$ cat config.mk
export PLATFORM = sky130hd
export DESIGN_NAME = mem_status_rr_arbiter_flat
export DESIGN_NICKNAME = d
export VERILOG_FILES = /design/src/rtl/mem_status_rr_arbiter_if.sv /design/src/rtl/mem_status_rr_arbiter.sv /design/src/flat_wrapper.sv
export SDC_FILE = /design/constraint.sdc
export NUM_CORES = 1
export LEC_CHECK = 0
export BUFFER_PORTS_ARGS = -buffer_cell sky130_fd_sc_hd__buf_4
export CAP_MARGIN = 20
export CORE_MARGIN = 1.5
export CORE_UTILIZATION = 47
export CTS_CLUSTER_DIAMETER = 30
export CTS_CLUSTER_SIZE = 20
export DETAILED_ROUTE_END_ITERATION = 12
export GPL_TIMING_DRIVEN = 0
export HOLD_SLACK_MARGIN = 0.08
export PLACE_DENSITY_LB_ADDON = 0.3
export SYNTH_ARGS = -nofsm -noshare
export SYNTH_HDL_FRONTEND = slang
export SYNTH_SLANG_ARGS = --single-unit
$ cat constraint.sdc
create_clock -name aclk -period 2.85 [get_ports aclk]
set_input_delay 0.57 -clock aclk [delete_from_list [all_inputs] [get_ports aclk]]
set_output_delay 0.57 -clock aclk [all_outputs]
set_load 0.02 [all_outputs]
$ cat src/rtl/mem_status_rr_arbiter_if.sv
// Status-stream bundle (valid/ready/data) shared by memory-status producers
// and consumers. The master drives valid and data, and the slave drives ready.
interface axis_mem_status #(
  parameter int WIDTH = 8
);
  logic             valid;
  logic             ready;
  logic [WIDTH-1:0] data;

  modport master (
    output valid,
    output data,
    input  ready
  );

  modport slave (
    input  valid,
    input  data,
    output ready
  );
endinterface

$ cat src/rtl/mem_status_rr_arbiter.sv
// Round-robin merge of NUM_PORTS memory-status streams onto one registered
// output stage. The stage also carries the index of the winning source.
// Priority rotates only on accepted transfers, so an idle cycle keeps the
// current order.
module mem_status_rr_arbiter #(
  parameter int NUM_PORTS = 4,
  parameter int WIDTH     = 8,
  parameter int SRC_W     = (NUM_PORTS > 1) ? $clog2(NUM_PORTS) : 1
) (
  input  logic                       aclk,
  input  logic                       aresetn,
  input  logic [NUM_PORTS-1:0]       s_valid,
  output logic [NUM_PORTS-1:0]       s_ready,
  input  logic [NUM_PORTS*WIDTH-1:0] s_data,
  axis_mem_status.master             m_axis,
  output logic [SRC_W-1:0]           m_src
);

  // Output holding stage and round-robin pointer
  logic             full_reg,  full_next;
  logic [WIDTH-1:0] data_reg,  data_next;
  logic [SRC_W-1:0] src_reg,   src_next;
  logic [SRC_W-1:0] last_reg,  last_next;

  // Arbitration helpers
  logic                 load;
  logic                 accept;
  logic [NUM_PORTS-1:0] hi_mask;
  logic [NUM_PORTS-1:0] req_hi;
  logic [NUM_PORTS-1:0] grant_oh;

  // AND-OR mux chains that turn the one-hot grant into data and index
  logic [WIDTH-1:0] data_chain [NUM_PORTS+1];
  logic [SRC_W-1:0] src_chain  [NUM_PORTS+1];

  assign data_chain[0] = '0;
  assign src_chain[0]  = '0;

  genvar gi;
  generate
    for (gi = 0; gi < NUM_PORTS; gi++) begin : g_port
      // Ports strictly above the last winner get first look in the scan.
      assign hi_mask[gi] = (SRC_W'(gi) > last_reg);

      assign data_chain[gi+1] = data_chain[gi]
                              | ({WIDTH{grant_oh[gi]}} & s_data[gi*WIDTH +: WIDTH]);
      assign src_chain[gi+1]  = src_chain[gi]
                              | (grant_oh[gi] ? SRC_W'(gi) : '0);
    end
  endgenerate

  // The stage can take a new word when it is empty or drains this cycle.
  assign load = !full_reg || m_axis.ready;

  // Rotating priority pick. Take the lowest requester above `last`.
  // Otherwise wrap around and take the lowest requester overall.
  // x & -x isolates the lowest set bit.
  always_comb begin
    req_hi   = s_valid & hi_mask;
    grant_oh = '0;
    if (|req_hi) begin
      grant_oh = req_hi & (-req_hi);
    end else begin
      grant_oh = s_valid & (-s_valid);
    end
  end

  // Only the granted port sees ready, and only while reset is released.
  always_comb begin
    s_ready = '0;
    if (aresetn && load) begin
      s_ready = grant_oh;
    end
  end

  assign accept = |s_ready;

  // Next-state for the holding stage. A load wins over a drain, so a
  // simultaneous drain and load keeps the stage full without a bubble.
  always_comb begin
    full_next = full_reg;
    data_next = data_reg;
    src_next  = src_reg;
    last_next = last_reg;
    if (accept) begin
      full_next = 1'b1;
      data_next = data_chain[NUM_PORTS];
      src_next  = src_chain[NUM_PORTS];
      last_next = src_chain[NUM_PORTS];
    end else if (m_axis.ready) begin
      full_next = 1'b0;
    end
  end

  // State registers. Reset points `last` at the top port so port 0 goes first.
  always_ff @(posedge aclk or negedge aresetn) begin
    if (!aresetn) begin
      full_reg <= 1'b0;
      data_reg <= '0;
      src_reg  <= '0;
      last_reg <= SRC_W'(NUM_PORTS - 1);
    end else begin
      full_reg <= full_next;
      data_reg <= data_next;
      src_reg  <= src_next;
      last_reg <= last_next;
    end
  end

  assign m_axis.valid = full_reg;
  assign m_axis.data  = data_reg;
  assign m_src        = src_reg;

endmodule

$ cat src/flat_wrapper.sv
// flat-port wrapper written by rule: the top's interface ports become plain ports
module mem_status_rr_arbiter_flat 
#(
  parameter int NUM_PORTS = 4,
  parameter int WIDTH     = 8,
  parameter int SRC_W     = (NUM_PORTS > 1) ? $clog2(NUM_PORTS) : 1
)
  (aclk, aresetn, s_valid, s_ready, s_data, m_src, m_axis_valid, m_axis_data, m_axis_ready);
  axis_mem_status #(.WIDTH(WIDTH)) m_axis_i ();
  input  logic aclk;
  input  logic aresetn;
  input  logic [NUM_PORTS-1:0] s_valid;
  output logic [NUM_PORTS-1:0] s_ready;
  input  logic [NUM_PORTS*WIDTH-1:0] s_data;
  output logic [SRC_W-1:0] m_src;
  output wire logic [$bits(m_axis_i.valid)-1:0] m_axis_valid;
  output wire logic [$bits(m_axis_i.data)-1:0] m_axis_data;
  input wire logic [$bits(m_axis_i.ready)-1:0] m_axis_ready;
  assign m_axis_valid = m_axis_i.valid;
  assign m_axis_data = m_axis_i.data;
  assign m_axis_i.ready = m_axis_ready;
  mem_status_rr_arbiter #(.NUM_PORTS(NUM_PORTS), .WIDTH(WIDTH), .SRC_W(SRC_W)) u_core (.aclk(aclk), .aresetn(aresetn), .s_valid(s_valid), .s_ready(s_ready), .s_data(s_data), .m_axis(m_axis_i), .m_src(m_src));
endmodule
==> flow_metrics.py, run 1 <==
metrics = {
    "timing": {
        "slew_violations": 0,
        "slew_headroom": 0.668,
        "worst_slew_pin_slew_ns": 0.495,
        "hold_violations": 0,
        "tns_ns": 0,
        "fin_skew_ns": 0.00452,
        "layout_min_cycle_time_ns": 2.32,
        "setup_viol": 0,
        "fmax_ghz": 0.430,
        "finalHoldWorstSlack_ns": 0.133,
        "grt_setup_unrepaired": "no",
        "setup_ws_ns": 0.526,
        "period_share": 0.816,
    },
    "setup_path": {
        "critPathLaunchType": "flip-flop",
        "required_ns": 2.28,
        "path_max_fanout": 10,
        "max_stage_delay_ns": 0.52,
        "crit_type": "reg2out",
        "path_common_cell": "buf_4",
        "crit_arrival_ns": 1.75,
        "end_kind": "primary output",
        "cpMaxStageDelayCell": "dfstp_2",
        "cp_cell_sequence": "buf_4 > a21oi_1 > o211ai_2 > buf_2 > nor2_1 > buf_4",
    },
    "layout": {
        "syn2layout_area_growth_pct": 45.0,
        "nNetsFinal": 201,
        "stdcell_count": 188,
        "largest_reg_flops": 8,
        "diodes": 0,
        "fillers": 158,
        "fin_util": 0.732,
        "drive_gt1_frac": 0.484,
        "final_common_cell": "buf_4",
        "layout_common_cells": "buf_4, inv_1, dfrtp_1",
    },
    "detailed_routing": {
        "antenna_left": 0,
        "routed.top_layer": "met4",
        "wl_met1_mm": 1.09,
        "routed_wl_mm": 2.51,
        "wl_per_cell_um": 13.3,
        "via_per_inst": 5.35,
        "vias": 1005,
        "first_iter_violations": 18,
        "wl_met2_mm": 1.25,
        "dr_wl_met3_um": 124,
        "post-route-drc-count": 0,
        "dr.pass1.iters": 4,
    },
    "cts": {
        "postCtsSetupBuffers": 0,
        "cts.root.buffer_cell": "clkbuf_4",
        "cts_sinks": 13,
        "htree_levels": 1,
        "clk_latency_ns": 0.27,
        "cts_buffer_depth": 2,
        "path_clk_slew_ns": 0.07,
        "cts_buffers": 3,
        "post_cts_resized": 0,
        "hold_buffers": 0,
        "cts_tree": "built",
    },
    "die": {
        "num_rows": 16,
        "io_pins": 54,
        "dieWidth_um": 49.2,
        "initial_core_util": 0.505,
        "dieArea_sq_um": 2420,
        "coreArea_sq_um": 1980,
        "die_y_um": 49.2,
    },
    "synthesis": {
        "syn_area_sq_um": 1000,
        "synth.top_cell.area_share": 0.275,
        "post_synth.cell_area_avg_sq_um": 9.53,
        "syn-num-nets": 144,
        "synthCells": 105,
        "yosysWarningCount": 0,
        "synth_cell_types": 30,
        "ys_top_cells_by_area": "dfrtp_1, mux2_4, a221o_1",
        "yosysTopAreaCell": "dfrtp_1",
        "synth.ff_latch_count": 13,
        "synth_seq_area_share": 0.327,
    },
    "grt": {
        "grt_pass1_wl_mm": 4.02,
        "grt_usage": 0.215,
        "grt_max_degree": 16,
        "antenna_found_initial": 0,
        "grt_pass1_vias": 923,
        "grt.overflow.total": 0,
    },
    "power_and_ir_drop": {
        "leakage_nw": 0.717,
        "p_int_mw": 0.741,
        "p_sw_mw": 0.493,
        "p_seq_frac": 0.266,
        "power_frac_clock": 0.088,
        "power.density_nw_per_um2": 850,
        "combPwrFrac": 0.646,
        "ir_worst_vdd_v": 0.000492,
        "netSwitchingFraction": 0.400,
    },
    "placement": {
        "hpwlAfterDp_mm": 2.11,
        "place_ws_ns": 0.566,
        "gp_congestion": 0.857,
        "dp.cells": 184,
        "portBuffers": 52,
    },
    "status": {
        "status": "complete, no violations",
    },
    "job": {
        "cap_violations": 0,
    },
    "worst_hold_path": {
        "hp-class": "in2async",
    },
}
[cells in the mapped netlist, drive strengths merged]
cell type  number
o21ai           3
buf             7
dfrtp          11
a221o           8
or3             1
a21oi           5
o21bai          4
nor2b           1
mux2            8
or2             1
a21o            1
and2            1
nor2            5
o22ai           9
nor3            2
dfstp           2
nand2           5
o21a            2
inv            12
a31oi           1
nand4           1
nand3           8
a211oi          1
nand2b          4
o211ai          1
o311ai          1
[layer usage]
metal / GRT usage / vias to the layer above
met2: 0.351 / 40
li1: - / 501
met1: 0.275 / 458
met3: 0.0215 / 6
met4: 0.124 / 0
met5: 0 / -
[through the flow]
step	total power [mW]	cell area (sq um)
after floorplan	0.872	1000
after global placement	1.10	1430
after detailed placement	1.13	1430
after CTS	1.24	1450
after global routing	1.31	1450
final	1.23	1450
[critical path, delay by kind of cell (launching register included)]
kind                   cells  cell delay [ns]
buffers and inverters      3             0.57
DFF                        1             0.52
AOI/OAI and AO/OA          2             0.33
and+or+nand+nor            1             0.07
[power groups by stage]
| stage | sequential, mW | combinational (mW) | clock (mW) |
|---|---|---|---|
| 3_3_place_gp | 0.327 | 0.774 | 0 |
| 3_5_place_dp | 0.332 | 0.797 | 0 |
| 4_1_cts | 0.329 | 0.799 | 0.114 |
| 6_report | 0.328 | 0.796 | 0.109 |
| 2_1_floorplan | 0.416 | 0.457 | 0 |
| 5_1_grt | 0.338 | 0.857 | 0.119 |
[path summary, 6_finish.rpt]
check,end,slack [ns],cells after the start,startpoint
max,s_ready[2],0.53,6,u_core.last_reg[1]
min,u_core.m_axis.data[7],0.13,1,aresetn
max reg2reg,u_core.m_axis.data[1],0.76,7,u_core.last_reg[1]
min reg2reg,u_core.m_src[0],0.51,1,u_core.m_src[0]
max in group asynchronous,u_core.last_reg[0],2.48,1,aresetn
min in group aclk,u_core.m_src[0],0.51,1,u_core.m_src[0]
[logic make-up after synthesis]
family	Yosys count	synth area share
AO/OA/AOI/OAI	36	0.306
AND/OR/NAND/NOR	29	0.146
buffers and inverters	19	0.100
flip-flops	13	0.327
multiplexers	8	0.120
[cell type report]
cell class / instances / area, sq um / share of cell area
well taps: 27 / 33.8 / 0.0233
flip-flops and latches: 13 / 328 / 0.226
repair buffers: 52 / 390 / 0.269
inverters: 12 / 45.0 / 0.0310
multi-input cells: 73 / 573 / 0.395
clock buffers: 4 / 26.3 / 0.0181
plain buffers: 7 / 55.1 / 0.0379
No activity file was read; power rests on OpenSTA's default activity.
==> inputs of run 2 (changes only) <==
CORE_UTILIZATION = 44   (was 47)
clock period = 2.3 ns   (was 2.85 ns; I/O delays follow)
==> flow_metrics.py, run 2 (synthesis results as in run 1) <==
metrics = {
    "timing": {
        "finalHoldWorstSlack_ns": 0.144,
        "layout_min_cycle_time_ns": 2.21,
        "tns_ns": 0,
        "setup_viol": 0,
        "period_share": 0.963,
        "slew_violations": 0,
        "fin_skew_ns": 0.00224,
        "hold_violations": 0,
        "fmax_ghz": 0.452,
        "worst_slew_pin_slew_ns": 0.487,
        "slew_headroom": 0.674,
        "grt_setup_unrepaired": "no",
    },
    "worst_hold_path": {
        "hp-class": "in2async",
    },
    "die": {
        "dieWidth_um": 50.7,
        "coreArea_sq_um": 2170,
        "num_rows": 17,
        "dieArea_sq_um": 2570,
        "io_pins": 54,
        "die_y_um": 50.7,
        "initial_core_util": 0.461,
    },
    "cts": {
        "cts_tree": "built",
        "cts.root.buffer_cell": "clkbuf_4",
        "clk_latency_ns": 0.27,
        "postCtsSetupBuffers": 0,
        "path_clk_slew_ns": 0.07,
        "cts_buffers": 3,
        "cts_buffer_depth": 2,
        "htree_levels": 1,
        "cts_sinks": 13,
    },
    "detailed_routing": {
        "wl_per_cell_um": 13.5,
        "post-route-drc-count": 0,
        "dr.pass1.iters": 4,
        "antenna_left": 0,
        "vias": 1005,
        "first_iter_violations": 16,
        "via_per_inst": 5.29,
        "routed_wl_mm": 2.57,
    },
    "status": {
        "status": "complete, no violations",
    },
    "layout": {
        "drive_gt1_frac": 0.481,
        "layout_common_cells": "buf_4, inv_1, dfrtp_1",
        "diodes": 0,
        "largest_reg_flops": 8,
        "stdcell_count": 190,
        "syn2layout_area_growth_pct": 46.4,
        "final_common_cell": "buf_4",
        "nNetsFinal": 202,
    },
    "grt": {
        "grt_pass1_vias": 891,
        "antenna_found_initial": 0,
        "grt_max_degree": 12,
        "grt.overflow.total": 0,
        "grt_usage": 0.204,
        "grt_pass1_wl_mm": 4.02,
    },
    "power_and_ir_drop": {
        "power.density_nw_per_um2": 1050,
        "leakage_nw": 0.723,
        "ir_worst_vdd_v": 0.000623,
    },
    "setup_path": {
        "worst_r2r_endpoint": "u_core.m_axis.data[6]",
        "end_kind": "primary output",
        "cp-startpoint": "u_core.last_reg[1]",
        "required_ns": 1.84,
        "timing.rr.start": "u_core.last_reg[1]",
        "path_max_fanout": 10,
        "crit_arrival_ns": 1.75,
        "r2r_cells": 7,
        "crit_type": "reg2out",
        "critPathLaunchType": "flip-flop",
        "reg2reg_slack_ns": 0.20,
    },
    "placement": {
        "portBuffers": 52,
        "gp_congestion": 0.874,
        "dp.cells": 185,
        "hpwlAfterDp_mm": 2.13,
    },
    "job": {
        "cap_violations": 0,
    },
}
[run 2: how the worst max path moves through the flow]
stage	end	slack, ns	cells after the start
2_1_floorplan	u_core.m_axis.data[0]	0.34	7
3_3_place_gp	u_core.m_axis.data[0]	0.24	7
3_5_place_dp	u_core.m_axis.data[6]	0.21	7
4_1_cts	s_ready[2]	0.08	6
5_1_grt	s_ready[2]	0.01	6
6_report	s_ready[2]	0.09	6
[run 2: cell type report]
cell class	count	area [sq um]
Fill cell	197	704
Multi-Input combinational cell	73	573
Timing Repair Buffer	53	400
Sequential cell	13	328
Buffer	7	57.6
Inverter	12	45.0
Tap cell	28	35.0
Clock buffer	4	26.3
[run 2: worst max-delay path, cell delays in order, from the launching register on]
cell,delay (ns)
dfstp_2,0.51
buf_4,0.15
a21oi_1,0.08
o211ai_2,0.26
clkbuf_4,0.26
nor2_1,0.06
buf_4,0.16
[run 2: report_power, final]
group	leakage (nW)	internal (mW)	total [mW]	switching, mW
Clock	0.0150	0.0672	0.133	0.0660
Combinational	0.554	0.506	0.993	0.488
Sequential	0.154	0.348	0.409	0.0610
Total	0.723	0.921	1.54	0.615
[run 2: metrics by stage]
stage                     utilization  total power, mW  area, sq um  worst slack [ns]
after floorplan                     -             1.08         1000             0.336
after global placement          0.657             1.37         1430             0.236
after detailed placement        0.657             1.41         1430             0.206
after CTS                       0.674             1.54         1460            0.0767
after global routing            0.675             1.63         1470            0.0146
final                           0.675             1.54         1470            0.0859
[run 2: timing repair]
item	4_1_cts	5_1_grt
gates resized for setup	0	1
endpoints found under the hold margin	11	0
endpoints found under the setup margin	0	1
hold buffers	1	0
[run 2: per-layer routing]
metal / wire length, um / vias to the layer above / track usage
met1: 1110 / 467 / 0.273
met4: 31 / 0 / 0.0811
met3: 84 / 4 / 0.00893
met2: 1340 / 34 / 0.344
met5: 0 / - / 0
li1: - / 500 / -
